File: config.mk
export PLATFORM = sky130hd
export DESIGN_NAME = sdram_arbit
export DESIGN_NICKNAME = d
export VERILOG_FILES = /design/src/rtl/sdram_pkg.sv /design/src/rtl/sdram_cmd_mux.sv /design/src/rtl/sdram_arbit.sv
export SDC_FILE = /design/constraint.sdc
export NUM_CORES = 1
export LEC_CHECK = 0
export BUFFER_PORTS_ARGS = -buffer_cell sky130_fd_sc_hd__clkbuf_2
export CAP_MARGIN = 20
export CORE_ASPECT_RATIO = 0.7
export CORE_MARGIN = 4
export CORE_UTILIZATION = 32
export DETAILED_ROUTE_END_ITERATION = 10
export PLACE_DENSITY = 0.9
export SYNTH_ARGS = -nofsm -noshare
export SYNTH_HDL_FRONTEND = slang
export SYNTH_SLANG_ARGS = --single-unit
File: constraint.sdc
create_clock -name sys_clk -period 1.4 [get_ports sys_clk]
set_input_delay 0.07 -clock sys_clk [delete_from_list [all_inputs] [get_ports sys_clk]]
set_output_delay 0.07 -clock sys_clk [all_outputs]
set_load 0.1 [all_outputs]
File: src/rtl/sdram_pkg.sv
// sdram_pkg: shared SDRAM command encodings, bus widths and the arbiter
// state type used by sdram_arbit and sdram_cmd_mux.
package sdram_pkg;

    localparam int SDRAM_CMD_W  = 4;
    localparam int SDRAM_BA_W   = 2;
    localparam int SDRAM_ADDR_W = 13;
    localparam int SDRAM_DQ_W   = 16;

    // Command bits are {cs_n, ras_n, cas_n, we_n}
    localparam logic [SDRAM_CMD_W-1:0] CMD_NOP  = 4'b0111;
    localparam logic [SDRAM_CMD_W-1:0] CMD_ACT  = 4'b0011;
    localparam logic [SDRAM_CMD_W-1:0] CMD_RD   = 4'b0101;
    localparam logic [SDRAM_CMD_W-1:0] CMD_WR   = 4'b0100;
    localparam logic [SDRAM_CMD_W-1:0] CMD_PRE  = 4'b0010;
    localparam logic [SDRAM_CMD_W-1:0] CMD_AREF = 4'b0001;
    localparam logic [SDRAM_CMD_W-1:0] CMD_MRS  = 4'b0000;

    typedef enum logic [2:0] {
        INIT  = 3'd0,
        ARBIT = 3'd1,
        AREF  = 3'd2,
        WRITE = 3'd3,
        READ  = 3'd4
    } arb_state_t;

endpackage

File: src/rtl/sdram_cmd_mux.sv
// sdram_cmd_mux: combinational selection of the SDRAM command, bank,
// address and write data from the arbiter state. No added latency.
module sdram_cmd_mux
    import sdram_pkg::*;
(
    input  arb_state_t              state,
    input  logic [SDRAM_CMD_W-1:0]  init_cmd,
    input  logic [SDRAM_BA_W-1:0]   init_ba,
    input  logic [SDRAM_ADDR_W-1:0] init_addr,
    input  logic [SDRAM_CMD_W-1:0]  aref_cmd,
    input  logic [SDRAM_BA_W-1:0]   aref_ba,
    input  logic [SDRAM_ADDR_W-1:0] aref_addr,
    input  logic [SDRAM_CMD_W-1:0]  wr_cmd,
    input  logic [SDRAM_BA_W-1:0]   wr_ba,
    input  logic [SDRAM_ADDR_W-1:0] wr_addr,
    input  logic [SDRAM_DQ_W-1:0]   wr_data,
    input  logic [SDRAM_CMD_W-1:0]  rd_cmd,
    input  logic [SDRAM_BA_W-1:0]   rd_ba,
    input  logic [SDRAM_ADDR_W-1:0] rd_addr,
    output logic [SDRAM_CMD_W-1:0]  cmd,
    output logic [SDRAM_BA_W-1:0]   ba,
    output logic [SDRAM_ADDR_W-1:0] addr,
    output logic [SDRAM_DQ_W-1:0]   dq_out,
    output logic                    dq_oe
);

    // Forward the owning sequencer's command; NOP while arbitrating
    always_comb begin
        cmd    = CMD_NOP;
        ba     = '0;
        addr   = '0;
        dq_out = '0;
        dq_oe  = 1'b0;
        case (state)
            INIT: begin
                cmd  = init_cmd;
                ba   = init_ba;
                addr = init_addr;
            end
            AREF: begin
                cmd  = aref_cmd;
                ba   = aref_ba;
                addr = aref_addr;
            end
            WRITE: begin
                cmd    = wr_cmd;
                ba     = wr_ba;
                addr   = wr_addr;
                dq_out = wr_data;
                dq_oe  = 1'b1;
            end
            READ: begin
                cmd  = rd_cmd;
                ba   = rd_ba;
                addr = rd_addr;
            end
            default: begin
                cmd  = CMD_NOP;
                ba   = '0;
                addr = '0;
            end
        endcase
    end

endmodule

File: src/rtl/sdram_arbit.sv
// sdram_arbit: grants the SDRAM bus to the init, refresh, write and read
// sequencers. Refresh has fixed top priority. Optional macro
// SDRAM_ARBIT_RR_EN alternates write/read when both are pending;
// otherwise write always beats read.
module sdram_arbit
    import sdram_pkg::*;
(
    input  logic                    sys_clk,
    input  logic                    sys_rst,
    input  logic                    init_end,
    input  logic [SDRAM_CMD_W-1:0]  init_cmd,
    input  logic [SDRAM_BA_W-1:0]   init_ba,
    input  logic [SDRAM_ADDR_W-1:0] init_addr,
    input  logic                    aref_req,
    input  logic                    aref_end,
    input  logic [SDRAM_CMD_W-1:0]  aref_cmd,
    input  logic [SDRAM_BA_W-1:0]   aref_ba,
    input  logic [SDRAM_ADDR_W-1:0] aref_addr,
    input  logic                    wr_req,
    input  logic                    wr_end,
    input  logic [SDRAM_CMD_W-1:0]  wr_cmd,
    input  logic [SDRAM_BA_W-1:0]   wr_ba,
    input  logic [SDRAM_ADDR_W-1:0] wr_addr,
    input  logic [SDRAM_DQ_W-1:0]   wr_data,
    input  logic                    rd_req,
    input  logic                    rd_end,
    input  logic [SDRAM_CMD_W-1:0]  rd_cmd,
    input  logic [SDRAM_BA_W-1:0]   rd_ba,
    input  logic [SDRAM_ADDR_W-1:0] rd_addr,
    output logic                    aref_en,
    output logic                    wr_en,
    output logic                    rd_en,
    output logic                    sdram_cke,
    output logic                    sdram_cs_n,
    output logic                    sdram_ras_n,
    output logic                    sdram_cas_n,
    output logic                    sdram_we_n,
    output logic [SDRAM_BA_W-1:0]   sdram_ba,
    output logic [SDRAM_ADDR_W-1:0] sdram_addr,
    output logic [SDRAM_DQ_W-1:0]   sdram_dq_out,
    output logic                    sdram_dq_oe
);

    arb_state_t             state;
    logic [SDRAM_CMD_W-1:0] cmd;
    logic                   pick_rd;

`ifdef SDRAM_ARBIT_RR_EN
    logic last_wr;

    // Read wins a write/read tie only when the previous grant was a write
    always_comb begin
        pick_rd = ~wr_req | (rd_req & last_wr);
    end

    // Remember whether the latest write/read grant was a write
    always_ff @(posedge sys_clk) begin
        if (sys_rst) begin
            last_wr <= 1'b0;
        end else if (state == ARBIT && !aref_req && (wr_req || rd_req)) begin
            last_wr <= ~pick_rd;
        end
    end
`else
    // Write always beats read when both are pending
    always_comb begin
        pick_rd = ~wr_req;
    end
`endif

    // Grant FSM: state and registered grants move on the same edge
    always_ff @(posedge sys_clk) begin
        if (sys_rst) begin
            state   <= INIT;
            aref_en <= 1'b0;
            wr_en   <= 1'b0;
            rd_en   <= 1'b0;
        end else begin
            case (state)
                INIT: begin
                    if (init_end) begin
                        state <= ARBIT;
                    end
                end
                ARBIT: begin
                    if (aref_req) begin
                        state   <= AREF;
                        aref_en <= 1'b1;
                    end else if (wr_req && !pick_rd) begin
                        state <= WRITE;
                        wr_en <= 1'b1;
                    end else if (rd_req) begin
                        state <= READ;
                        rd_en <= 1'b1;
                    end
                end
                AREF: begin
                    if (aref_end) begin
                        state   <= ARBIT;
                        aref_en <= 1'b0;
                    end
                end
                WRITE: begin
                    if (wr_end) begin
                        state <= ARBIT;
                        wr_en <= 1'b0;
                    end
                end
                READ: begin
                    if (rd_end) begin
                        state <= ARBIT;
                        rd_en <= 1'b0;
                    end
                end
                default: begin
                    state   <= INIT;
                    aref_en <= 1'b0;
                    wr_en   <= 1'b0;
                    rd_en   <= 1'b0;
                end
            endcase
        end
    end

    sdram_cmd_mux u_cmd_mux (
        .state     (state),
        .init_cmd  (init_cmd),
        .init_ba   (init_ba),
        .init_addr (init_addr),
        .aref_cmd  (aref_cmd),
        .aref_ba   (aref_ba),
        .aref_addr (aref_addr),
        .wr_cmd    (wr_cmd),
        .wr_ba     (wr_ba),
        .wr_addr   (wr_addr),
        .wr_data   (wr_data),
        .rd_cmd    (rd_cmd),
        .rd_ba     (rd_ba),
        .rd_addr   (rd_addr),
        .cmd       (cmd),
        .ba        (sdram_ba),
        .addr      (sdram_addr),
        .dq_out    (sdram_dq_out),
        .dq_oe     (sdram_dq_oe)
    );

    assign sdram_cke = 1'b1;
    assign {sdram_cs_n, sdram_ras_n, sdram_cas_n, sdram_we_n} = cmd;

endmodule
== Yosys cells after proc, flatten, opt, wreduce, memory -nomap -nowiden ==
Index checks and enable logic that the tools add are counted.
W data, S select, Z words.

* Muxes and demuxes: 25
* Reductions and logical operators: 8
* Equality and inequality tests: 14
* Bitwise logic cells: 3

{| class="wikitable"
|+ Operators by type and width
! cell !! number
|-
| $pmux W13 S4 || 1
|-
| $mux W3 || 7
|-
| $ne A2 B2 Y1 const B || 9
|-
| $mux W16 || 1
|-
| $pmux W4 S4 || 1
|-
| $pmux W3 S5 || 1
|-
| $mux W1 || 10
|-
| $reduce_and A5 Y1 || 2
|-
| $pmux W1 S3 || 3
|-
| $reduce_or A3 Y1 || 3
|-
| $pmux W2 S4 || 1
|-
| $eq A3 B2 Y1 const B || 2
|-
| $ne A4 B4 Y1 const B || 1
|-
| $reduce_and A4 Y1 || 1
|-
| $eq A3 B1 Y1 const B || 1
|-
| $eq A3 B3 Y1 const B || 1
|-
| $logic_not A3 Y1 || 1
|-
| $not A1 Y1 || 3
|-
| $reduce_and A3 Y1 || 1
|}

* Bits in registers: 6
* Output and inout bits: 40
* Logic and storage cells: 54
* Input bits: 101

== Depth between registers and ports, before layout ==
* Depth after elaboration: 4
* Gate-level depth with buffers: 6
* Gate-level depth less buffers: 4

== Hierarchy ==
From an unflattened synthesis, not the netlist that was laid out.

* Cells, all modules: 155
* Area, all modules: 1353.8 µm²

{| class="wikitable"
|+ Modules (own cells, without submodules)
! module !! cells an instance !! times used !! area an instance (µm²) !! sequential area each (µm²)
|-
| sdram_cmd_mux || 113 || 1 || 1029.7 || 0.0
|-
| sdram_arbit || 42 || 1 || 324.1 || 120.1
|}

== Worst setup path before layout ==
OpenSTA, ideal clock, no wires.

* Path kind: register -> output
* Start point: register state[2]
* End point: output port sdram_ras_n
* Required time: 1.330 ns
* Stages on the path, launching flop included: 5
* Data arrival time: 2.428 ns
* Path buffers: 2
* Slack: -1.098 ns
* Cell sequence: dfxtp_1 > buf_2 > buf_2 > mux2i_1 > a22oi_1

* Longest elaborated chain between the ends: 2
* Elaborated cells between the ends (all ways): 5
* Classes of those cells: eq/ne (3); mux (1); reduce/logical (1)

{| class="wikitable"
|+ Ends and longest elaborated chain
! item !! line !! RTL
|-
| start, declared || sdram_arbit.sv:44 || <nowiki>arb_state_t state;</nowiki>
|-
| start signal, assigned || sdram_arbit.sv:74 || <nowiki>state <= INIT;</nowiki>
|-
| start signal, assigned || sdram_arbit.sv:82 || <nowiki>state <= ARBIT;</nowiki>
|-
| start signal, assigned || sdram_arbit.sv:87 || <nowiki>state <= AREF;</nowiki>
|-
| $eq A3 B3 Y1 (tied with other cells) || sdram_cmd_mux.sv:34 || <nowiki>case (state)</nowiki>
|-
| $pmux W4 S4 * || sdram_cmd_mux.sv:34 ||
|-
| end, declared || sdram_arbit.sv:35 || <nowiki>output logic sdram_ras_n,</nowiki>
|}

Every way passes the cells marked *; elsewhere a longest branch is shown, timed or not.

== Worst setup path in the final report ==
* Start point: register state[1]
* End point: output port sdram_addr[6]

* Longest elaborated chain between the ends: 2
* Elaborated cells between the ends (all ways): 5
* Classes of those cells: eq/ne (3); mux (1); reduce/logical (1)

{| class="wikitable"
|+ Ends and longest elaborated chain
! item !! line !! RTL
|-
| $eq A3 B3 Y1 (tied with other cells) || sdram_cmd_mux.sv:34 ||
|-
| $pmux W13 S4 * || sdram_cmd_mux.sv:34 ||
|-
| end, declared || sdram_arbit.sv:39 || <nowiki>output logic [SDRAM_ADDR_W-1:0] sdram_addr,</nowiki>
|}

Marked as above.

==> results.cfg <==
[finish]
antennaDiodeCount = 0
layout-drive-gt1-share_pct = 73.4
nNetsFinal = 422
multiInputGateArea_um2 = 1260
syn_to_final_growth_pct = 176
num-fill-cells = 105
utilization_pct = 93.8
mostFrequentLayoutCell = clkbuf_2
seq_area_um2 = 133
layout_common_cells = 103 x clkbuf_2, 40 x buf_12, 20 x nand2_1

[clock_network]
cts_made_buffers = 3
ctsLongestPathBuffers = 2
cts-hold-fix-buffers = 0
cts.sinks = 6
path_clk_slew_ns = 0.04
tritoncts = yes
clk_latency_ns = 0.23
htreeDepth = 1
clockRootBuffer = clkbuf_8

[detailed_routing]
wl_per_cell_um = 22.4
drt-initial-drc-count = 100
vias = 2076
drt_wl_total_mm = 8.23
drtPass1Iterations = 4
detail_route.vias_per_cell = 5.66
drtAntennaViolNets = 0
drc = 0

[setup_path]
start_kind = register
cp.required_ns = 1.33
worstPathArrival_ns = 1.57
path_class = register to output pin
worst_setup_path_end_kind = output pin
worst-path-max-fanout = 17

[floorplanning]
fp.dieW_um = 77.8
core_um2 = 3210
design.die.area_um2 = 4420
start_util_pct = 34.0
ioPinCount = 141
placementRows = 17
fp.dieH_um = 56.9

[yosys]
netlist_instances = 169
synth_warnings = 0
syn_area_per_cell_um2 = 6.46
ys_top_cells_by_area = mux2i_1 21%, dfxtp_1 11%, a21oi_1 10%
syn_nets = 270
synth_top_area_share_pct = 21.1
synth_top_cell_by_area = mux2i_1
synth_cell_type_count = 33
seq_area_frac_synth_pct = 11.0
synthFlopType = dfxtp_1
synth_edf_count = 0
synthArstFlopShare_pct = 0
syn_area_um2 = 1090
ys_ff_latch = 6

[power]
vdd_drop_max_mv = 1.28
power_leakage_uw = 0.00133
p_per_area_nw_per_um2 = 1500
seqPwrFrac_pct = 5.9
pwr-share-comb_pct = 87.7
p_switching_uw = 2640
p_sw_share_pct = 58.2
p_int_uw = 1890
clkPwrFrac_pct = 6.4

[timing]
max_freq_ghz = 0.611
slew_viol_final = 0
fin_crit_ns = 1.64
slew_headroom_pct = 64.0
setup_viol = 38
rsz0062_at_grt = yes
fin_skew_ns = 0.00357
fin_ws_ns = -0.237
period_share_pct = 117
fin_hold_ws_ns = 0.103
finalHoldViolCount = 0
worstMarginPinSlew_ns = 0.542

[grt]
grt_max_degree = 34
grt_overflow_total = 0
grt_pass1_wl_mm = 10.6
grt_usage_pct = 30.8
grt_pass1_vias = 2009
antenna_found_initial = 0

[placement]
portBuffers = 139
gp_congestion = 0.778
hpwl_mm = 5.30

[hold_path]
hold_path_class = input pin to register

[run_status]
violations = negative setup slack
status = finished with violations

[flow_run]
cap_violations = 0
[metrics by stage]
step                      area (um2)  setup WS [ns]  total power, uW  setup TNS [ns]  cells
after floorplan                 1370         -0.312             2670           -3.09    169
after global placement          2690       -0.00959             3820         -0.0165    354
after detailed placement        2690         -0.124             3890          -0.628    354
after CTS                       2830         -0.170             4280           -4.47    360
after global routing            3010         -0.287             4660           -8.60    367
final                           3010         -0.237             4530           -6.56    367
[cell type report]
class                   instances  share of cell area [%]
clock buffers                   4                    1.50
well taps                      47                    1.95
multi-input cells             146                    42.0
inverters                       3                   0.374
flip-flops and latches          6                    4.40
repair buffers                161                    49.8
[per-layer routing]
layer  up-vias  track usage [%]  part of all wire [%]
met5         -                0                     0
met4         0             11.7                   4.3
met1       984             30.3                    34
li1        899                -                     -
met2       159             60.7                    53
met3        34             8.33                   9.0
[worst max-delay path: stages (launching register included)]
cell	delay, ns
dfxtp_4	0.41
nand2_1	0.13
nor2_4	0.19
buf_12	0.17
nand2_1	0.13
o21ai_4	0.10
buf_12	0.20
[registers in the layout, summed over array words and instances (netlist names)]
signal   count
state        3
aref_en      1
rd_en        1
wr_en        1
[timing repair]
action                                  4_1_cts  5_1_grt
resized for setup                            22       19
pin swaps                                     5        6
cloned                                        0        2
buffers inserted                              2        5
endpoints found under the setup margin       37       39
[Yosys cell counts (2+ instances only)]
master / number
o21ai_1: 17
inv_1: 3
and2_1: 16
buf_4: 2
mux2i_1: 23
a21oi_1: 22
nand2b_1: 2
or3_1: 2
a32oi_1: 2
dfxtp_1: 6
nand2_1: 20
o21ai_0: 2
nor2_1: 21
a22oi_1: 3
buf_2: 10
[power groups by stage]
stage	Combinational, uW	Sequential, uW	Clock [uW]
2_1_floorplan	2350	320	0
3_3_place_gp	3550	275	0
3_5_place_dp	3610	277	0
4_1_cts	3730	264	289
5_1_grt	4080	274	306
6_report	3970	268	291
[kinds of logic (layout without fill, tap and decap cells)]
kind of cell / count (synthesis) / count (layout) / synth area share [%]
other cells: 1 / 1 / 0.344
mux: 23 / 23 / 21.1
flops: 6 / 6 / 11.0
buf+inv: 17 / 168 / 8.37
compound gates: 53 / 53 / 28.8
simple gates: 69 / 69 / 30.4
[path summary, 6_finish.rpt]
kind / from / endpoint / slack [ns] / depth (start not counted)
setup / recovery: state[1] / sdram_addr[6] / -0.24 / 6
hold / removal: sys_rst / state[0] / 0.10 / 2
setup reg to reg: state[1] / state[2] / -0.13 / 5
hold reg to reg: rd_en / rd_en / 0.48 / 1
No activity file was read; power rests on OpenSTA's default activity.
